--- src/rtl/stack_up_rx_pkg.sv ---
// Shared definitions for the stack-side upstream receiver: framing codes,
// framing FSM states and the default-width FIFO entry layout.
package stack_up_rx_pkg;

  localparam logic [1:0] CNTL_MOM     = 2'b00;
  localparam logic [1:0] CNTL_SOM     = 2'b01;
  localparam logic [1:0] CNTL_EOM     = 2'b10;
  localparam logic [1:0] CNTL_SOM_EOM = 2'b11;

  localparam int DEF_DATA_W = 64;
  localparam int DEF_OOB_W  = 32;
  localparam int DEF_TYPE_W = 2;

  typedef enum logic {
    ST_IDLE   = 1'b0,
    ST_IN_MSG = 1'b1
  } rx_state_e;

  // Field order matches the flat vector packed into the FIFO by the top level.
  typedef struct packed {
    logic [1:0]            cntl;
    logic [DEF_TYPE_W-1:0] typ;
    logic [DEF_DATA_W-1:0] data;
    logic [DEF_OOB_W-1:0]  oob;
  } rx_entry_t;

endpackage

--- src/rtl/stu_rx_fifo.sv ---
// Synchronous FIFO with occupancy count; a push into a full FIFO is
// accepted only when a pop frees the head in the same cycle.
module stu_rx_fifo #(
  parameter int WIDTH = 100,
  parameter int DEPTH = 8
) (
  input  logic                     clk,
  input  logic                     rst_n,
  input  logic                     push_i,
  input  logic                     pop_i,
  input  logic [WIDTH-1:0]         wdata_i,
  output logic [WIDTH-1:0]         rdata_o,
  output logic                     empty_o,
  output logic                     full_o,
  output logic [$clog2(DEPTH):0]   count_o
);

  localparam int AW = $clog2(DEPTH);

  logic [WIDTH-1:0] mem_q [DEPTH];
  logic [AW-1:0]    wr_ptr_q, rd_ptr_q;
  logic [AW:0]      count_q;
  logic             push_ok, pop_ok;

  assign empty_o = (count_q == '0);
  assign full_o  = (count_q == (AW+1)'(DEPTH));
  assign pop_ok  = pop_i & ~empty_o;
  assign push_ok = push_i & (~full_o | pop_ok);
  assign rdata_o = mem_q[rd_ptr_q];
  assign count_o = count_q;

  always_ff @(posedge clk or negedge rst_n) begin
    if (!rst_n) begin
      wr_ptr_q <= '0;
      rd_ptr_q <= '0;
      count_q  <= '0;
    end else begin
      if (push_ok) wr_ptr_q <= wr_ptr_q + AW'(1);
      if (pop_ok)  rd_ptr_q <= rd_ptr_q + AW'(1);
      case ({push_ok, pop_ok})
        2'b10:   count_q <= count_q + (AW+1)'(1);
        2'b01:   count_q <= count_q - (AW+1)'(1);
        default: count_q <= count_q;
      endcase
    end
  end

  // Storage needs no reset: the top masks the head while the FIFO is empty.
  always_ff @(posedge clk) begin
    if (push_ok) mem_q[wr_ptr_q] <= wdata_i;
  end

endmodule

--- src/rtl/stu_pe_upstream_rx.sv ---
// Stack-side upstream receiver: registers PE beats, checks message framing,
// buffers legal beats and forwards them to the upstream manager.
module stu_pe_upstream_rx
  import stack_up_rx_pkg::*;
#(
  parameter int DATA_W = 64,
  parameter int OOB_W  = 32,
  parameter int TYPE_W = 2,
  parameter int DEPTH  = 8,
  parameter int SKID   = 2
) (
  input  logic              clk,
  input  logic              reset_poweron_n,
  input  logic              pe__stu__valid,
  input  logic [1:0]        pe__stu__cntl,
  input  logic [TYPE_W-1:0] pe__stu__type,
  input  logic [DATA_W-1:0] pe__stu__data,
  input  logic [OOB_W-1:0]  pe__stu__oob_data,
  output logic              stu__pe__ready,
  output logic              stu__mgr__valid,
  output logic [1:0]        stu__mgr__cntl,
  output logic [TYPE_W-1:0] stu__mgr__type,
  output logic [DATA_W-1:0] stu__mgr__data,
  output logic [OOB_W-1:0]  stu__mgr__oob_data,
  input  logic              mgr__stu__ready,
  output logic [15:0]       stu__sys__pkt_count,
  output logic              stu__sys__err_framing,
  output logic              stu__sys__err_overflow,
  input  logic              sys__stu__clear_err
);

  localparam int AW = $clog2(DEPTH);
  localparam int EW = 2 + TYPE_W + DATA_W + OOB_W;

  // Input stage: every beat is registered before framing and FIFO decisions.
  logic              in_valid_q;
  logic [1:0]        in_cntl_q;
  logic [TYPE_W-1:0] in_type_q;
  logic [DATA_W-1:0] in_data_q;
  logic [OOB_W-1:0]  in_oob_q;

  rx_state_e         state_q, state_d;
  logic [OOB_W-1:0]  oob_q;
  logic [15:0]       pkt_q;
  logic              err_frm_q, err_ovf_q, ready_q;

  logic              push, pop, room, accept, overflow;
  logic              latch_oob, frame_err, pkt_inc;
  logic [OOB_W-1:0]  wr_oob;
  logic [EW-1:0]     fifo_wdata, fifo_rdata;
  logic              fifo_empty, fifo_full;
  logic [AW:0]       fifo_count, count_nxt;
  logic              ready_d;

  always_ff @(posedge clk or negedge reset_poweron_n) begin
    if (!reset_poweron_n) begin
      in_valid_q <= 1'b0;
      in_cntl_q  <= '0;
      in_type_q  <= '0;
      in_data_q  <= '0;
      in_oob_q   <= '0;
    end else begin
      in_valid_q <= pe__stu__valid;
      in_cntl_q  <= pe__stu__cntl;
      in_type_q  <= pe__stu__type;
      in_data_q  <= pe__stu__data;
      in_oob_q   <= pe__stu__oob_data;
    end
  end

  assign pop      = ~fifo_empty & mgr__stu__ready;
  assign room     = ~fifo_full | pop;
  assign accept   = in_valid_q & room;
  assign overflow = in_valid_q & ~room;

  always_comb begin
    push      = 1'b0;
    state_d   = state_q;
    latch_oob = 1'b0;
    frame_err = 1'b0;
    pkt_inc   = 1'b0;
    if (accept) begin
      case (state_q)
        ST_IDLE: begin
          case (in_cntl_q)
            CNTL_SOM: begin
              push      = 1'b1;
              latch_oob = 1'b1;
              state_d   = ST_IN_MSG;
            end
            CNTL_SOM_EOM: begin
              push      = 1'b1;
              latch_oob = 1'b1;
              pkt_inc   = 1'b1;
            end
            default: frame_err = 1'b1;
          endcase
        end
        default: begin
          push = 1'b1;
          case (in_cntl_q)
            CNTL_EOM: begin
              state_d = ST_IDLE;
              pkt_inc = 1'b1;
            end
            CNTL_SOM: begin
              latch_oob = 1'b1;
              frame_err = 1'b1;
            end
            CNTL_SOM_EOM: begin
              latch_oob = 1'b1;
              frame_err = 1'b1;
              state_d   = ST_IDLE;
              pkt_inc   = 1'b1;
            end
            default: ;
          endcase
        end
      endcase
    end
  end

  assign wr_oob     = latch_oob ? in_oob_q : oob_q;
  assign fifo_wdata = {in_cntl_q, in_type_q, in_data_q, wr_oob};

  // Ready looks at occupancy after this cycle's push/pop so SKID slots stay free.
  assign count_nxt = fifo_count + (AW+1)'(push) - (AW+1)'(pop);
  assign ready_d   = (DEPTH - int'(count_nxt)) > SKID;

  always_ff @(posedge clk or negedge reset_poweron_n) begin
    if (!reset_poweron_n) begin
      state_q   <= ST_IDLE;
      oob_q     <= '0;
      pkt_q     <= '0;
      err_frm_q <= 1'b0;
      err_ovf_q <= 1'b0;
      ready_q   <= 1'b0;
    end else begin
      state_q   <= state_d;
      if (latch_oob) oob_q <= in_oob_q;
      if (pkt_inc)   pkt_q <= pkt_q + 16'd1;
      err_frm_q <= (err_frm_q & ~sys__stu__clear_err) | frame_err;
      err_ovf_q <= (err_ovf_q & ~sys__stu__clear_err) | overflow;
      ready_q   <= ready_d;
    end
  end

  stu_rx_fifo #(
    .WIDTH (EW),
    .DEPTH (DEPTH)
  ) u_fifo (
    .clk     (clk),
    .rst_n   (reset_poweron_n),
    .push_i  (push),
    .pop_i   (pop),
    .wdata_i (fifo_wdata),
    .rdata_o (fifo_rdata),
    .empty_o (fifo_empty),
    .full_o  (fifo_full),
    .count_o (fifo_count)
  );

  assign stu__pe__ready         = ready_q;
  assign stu__mgr__valid        = ~fifo_empty;
  assign stu__mgr__cntl         = fifo_empty ? '0 : fifo_rdata[EW-1 -: 2];
  assign stu__mgr__type         = fifo_empty ? '0 : fifo_rdata[EW-3 -: TYPE_W];
  assign stu__mgr__data         = fifo_empty ? '0 : fifo_rdata[OOB_W +: DATA_W];
  assign stu__mgr__oob_data     = fifo_empty ? '0 : fifo_rdata[OOB_W-1:0];
  assign stu__sys__pkt_count    = pkt_q;
  assign stu__sys__err_framing  = err_frm_q;
  assign stu__sys__err_overflow = err_ovf_q;

endmodule

--- config.mk ---
export PLATFORM = sky130hd
export DESIGN_NAME = stu_pe_upstream_rx
export DESIGN_NICKNAME = d
export VERILOG_FILES = /design/src/rtl/stack_up_rx_pkg.sv /design/src/rtl/stu_rx_fifo.sv /design/src/rtl/stu_pe_upstream_rx.sv
export SDC_FILE = /design/constraint.sdc
export NUM_CORES = 1
export LEC_CHECK = 0
export BUFFER_PORTS_ARGS = -buffer_cell sky130_fd_sc_hd__buf_4
export CAP_MARGIN = 10
export CELL_PAD_IN_SITES_DETAIL_PLACEMENT = 1
export CELL_PAD_IN_SITES_GLOBAL_PLACEMENT = 1
export CORE_ASPECT_RATIO = 1.25
export CORE_UTILIZATION = 40
export DETAILED_ROUTE_END_ITERATION = 10
export GPL_ROUTABILITY_DRIVEN = 0
export PLACE_DENSITY_LB_ADDON = 0.08
export SLEW_MARGIN = 20
export SYNTH_ARGS = -nofsm -noshare
export SYNTH_HDL_FRONTEND = slang
export SYNTH_SLANG_ARGS = --single-unit
export TNS_END_PERCENT = 20
--- constraint.sdc ---
create_clock -name clk -period 12.9 [get_ports clk]
set_input_delay 3.87 -clock clk [delete_from_list [all_inputs] [get_ports clk]]
set_output_delay 3.87 -clock clk [all_outputs]
set_load 0.005 [all_outputs]
==> impl_metrics.toml <==
[clocking]
ctsResizeCount = 0
cts_root_buf = "clkbuf_16"
clk_latency_ns = 0.65
clock-sinks = 963
hold_buffers = 0
cts_htree_levels = 3
numCtsBuffers = 99
clk_pin_slew_ns = 0.06
clockBufferDepth = 3
cts_tree = "done"
postCtsSetupRepairBufs = 0

[hold_path]
min_to = "stu__sys__pkt_count[15]"
min_from = "stu__sys__pkt_count[15]"
min_path_cells = 1
min_path_type = "reg -> reg"

[setup_path]
r2r_cells = 10
worstReg2RegEnd = "u_fifo.mem_q[6][33]"
timing.rr.start = "u_fifo.count_o[2]"
startpoint_type = "register"
crit_fanout = 59
worstSetupPathType = "reg -> out"
r2r_setup_slack_ns = 8.72
worstPathArrival_ns = 4.29
required_ns = 9.03
endpoint_kind = "primary output"

[grt]
grt_pass1_wl_um = 121900
grtUsageMet2_pct = 31.76
track_usage_pct = 18.26
grtUsageMet1_pct = 23.78
antenna_found_initial = 5
use_met3_pct = 3.041
grt_pass1_vias = 18610
overflow = 0
grt_start_max_net_pins = 101
busiest_layer = "met2"

[job]
drv_cap = 0

[floorplan]
initial_utilization_pct = 40.47
dieArea_um2 = 90940
ios = 225
rows = 122
die_w_um = 269.9
die_h_um = 336.9
core_um2 = 88690

[drt]
drt-initial-drc-count = 1012
wl_per_cell_um = 25.78
vias = 16430
wirelength_um = 81520
drc = 0
drt-vias-per-instance = 5.197
drt-pass1-iter-count = 5
ant_nets = 0

[logic_synthesis]
seq_area_frac_synth_pct = 78.30
synth_cell_type_count = 50
avgSynthCellArea_um2 = 22.14
ys_ff_latch = 963
ys_warn_count = 0
synth-edff-count = 800
async_reset_ff_share_pct = 16.93
syn_nets = 1743
syn_inst = 1621
synth_flop_cell = "edfxtp_1"
syn_area_um2 = 35890

[power_and_ir_drop]
power.leakage_uw = 0.01486
power.density_nw_per_um2 = 227.6
vdd_drop_max_v = 0.0001365

[place]
place_hpwl_um = 43540
numPortBuffers = 224
placedInstanceArea_um2 = 39000

[layout]
layout.area.seq_um2 = 28110
fillers = 8019
design_area_um2 = 42230
fin_util_pct = 47.62
drive_gt1_share_pct = 32.93
multi_input_area_um2 = 7383
layout_common_cells = "edfxtp_1 (800), buf_4 (245), mux4_2 (200), dfrtp_1 (160), nor2_1 (105)"
nets = 2020
final_common_cell = "edfxtp_1"
syn2layout_area_growth_pct = 17.66

[sta]
holdWs_ns = 0.4720
worst_pin_slew_ns = 1.078
hold_violations = 0
rsz0062_at_grt = "false"
setup_violations = 0
timing.fmax_ghz = 0.1225
slew_headroom_pct = 28.13
finalMaxSlewViolations = 0
finalClockSkew_ns = 0.02049
tns_ns = 0
min_period_over_period_pct = 63.29
period_minus_slack_ns = 8.165

[status]
status = "finished clean"
## registers in the layout, indices dropped and copies added (netlist names), 2 cells and up
signal	count
u_fifo.mem_q	800
in_data_q	64
in_oob_q	32
oob_q	32
stu__sys__pkt_count	16
u_fifo.count_o	4
u_fifo.rd_ptr_q	3
u_fifo.wr_ptr_q	3
in_cntl_q	2
in_type_q	2
## metrics by stage
step | total power, uW | std cells | setup slack, ns
3_5_place_dp | 6960 | 2975 | 5.338
5_1_grt | 10100 | 3161 | 4.526
2_1_floorplan | 5773 | 1621 | -2.806
4_1_cts | 9807 | 3161 | 4.627
6_report | 9610 | 3162 | 4.735
3_3_place_gp | 6913 | 2975 | 5.337
## where the power goes
| part | internal [uW] | switching (uW) | total (uW) | leakage (uW) |
|---|---|---|---|---|
| clock | 1630 | 1180 | 2820 | 0.00158 |
| sequential | 3810 | 221 | 4030 | 0.00916 |
| combinational | 1350 | 1410 | 2770 | 0.00413 |
## cell usage after synthesis, types with 2 or more instances
library cell    n  area, um2
a21o_1          2      15.01
mux2_2          5      56.30
a21oi_1         4      20.02
mux4_2        200       4504
xor2_1         12      105.1
buf_12          3      60.06
xnor2_1        11      96.34
clkbuf_1       34      127.6
mux2i_1       102       1021
o22ai_1         3      18.77
mux2_4         29      435.4
nor3b_1         3      22.52
nand2_1        13      48.80
fa_1            2      40.04
buf_1          15      56.30
edfxtp_1      800      24020
nor4_1          6      37.54
nand4_1         3      18.77
inv_1          23      86.33
nor4b_1         2      17.52
buf_2          22      110.1
nor2b_1         3      18.77
dfrtp_1       163       4079
buf_6           2      22.52
nand3_1         5      25.02
nor3_1         11      55.05
nor2_1        106      397.9
ha_1           15      187.7
## cell families after synthesis
| logic type | Yosys count | share of synthesized area [%] |
|---|---|---|
| AOI/OAI and AO/OA | 21 | 0.4741 |
| and+or+nand+nor | 161 | 1.970 |
| adders and majority gates | 17 | 0.6345 |
| xor gates and xnor gates | 23 | 0.5612 |
| DFF | 963 | 78.30 |
| muxes | 336 | 16.76 |
| buffers and inverters | 100 | 1.300 |
## worst max-delay path, cell delays in order (launching register included)
cell	delay [ns]
dfrtp_4	0.88
buf_4	0.85
buf_4	0.86
mux4_2	0.41
mux2i_1	0.27
nor2_1	0.09
buf_4	0.15
## area by class of cell
type	instances	area share, %
well taps	1178	3.490
clock buffers	132	6.477
inverters	24	0.2133
diodes	1	0.005926
multi-input cells	558	17.48
clock inverters	54	1.147
repair buffers	252	4.610
flip-flops and latches	963	66.57
## routing by layer
metal | vias up | part of all wire (%)
li1 | 7099 | -
met1 | 8876 | 42
met2 | 346 | 52
met3 | 106 | 4.1
met4 | 6 | 1.8
met5 | - | 0.050
## how the worst max path moves through the flow
stage	cells past startpoint	start	end
2_1_floorplan	4	mgr__stu__ready	u_fifo.mem_q[1][0]
4_1_cts	6	u_fifo.rd_ptr_q[1]	stu__mgr__oob_data[9]
5_1_grt	6	u_fifo.rd_ptr_q[1]	stu__mgr__oob_data[9]
6_report	6	u_fifo.rd_ptr_q[1]	stu__mgr__oob_data[0]
3_3_place_gp	6	u_fifo.rd_ptr_q[1]	stu__mgr__oob_data[14]
3_5_place_dp	6	u_fifo.rd_ptr_q[1]	stu__mgr__oob_data[8]
Note: power is estimated with default switching activity, not from simulation.
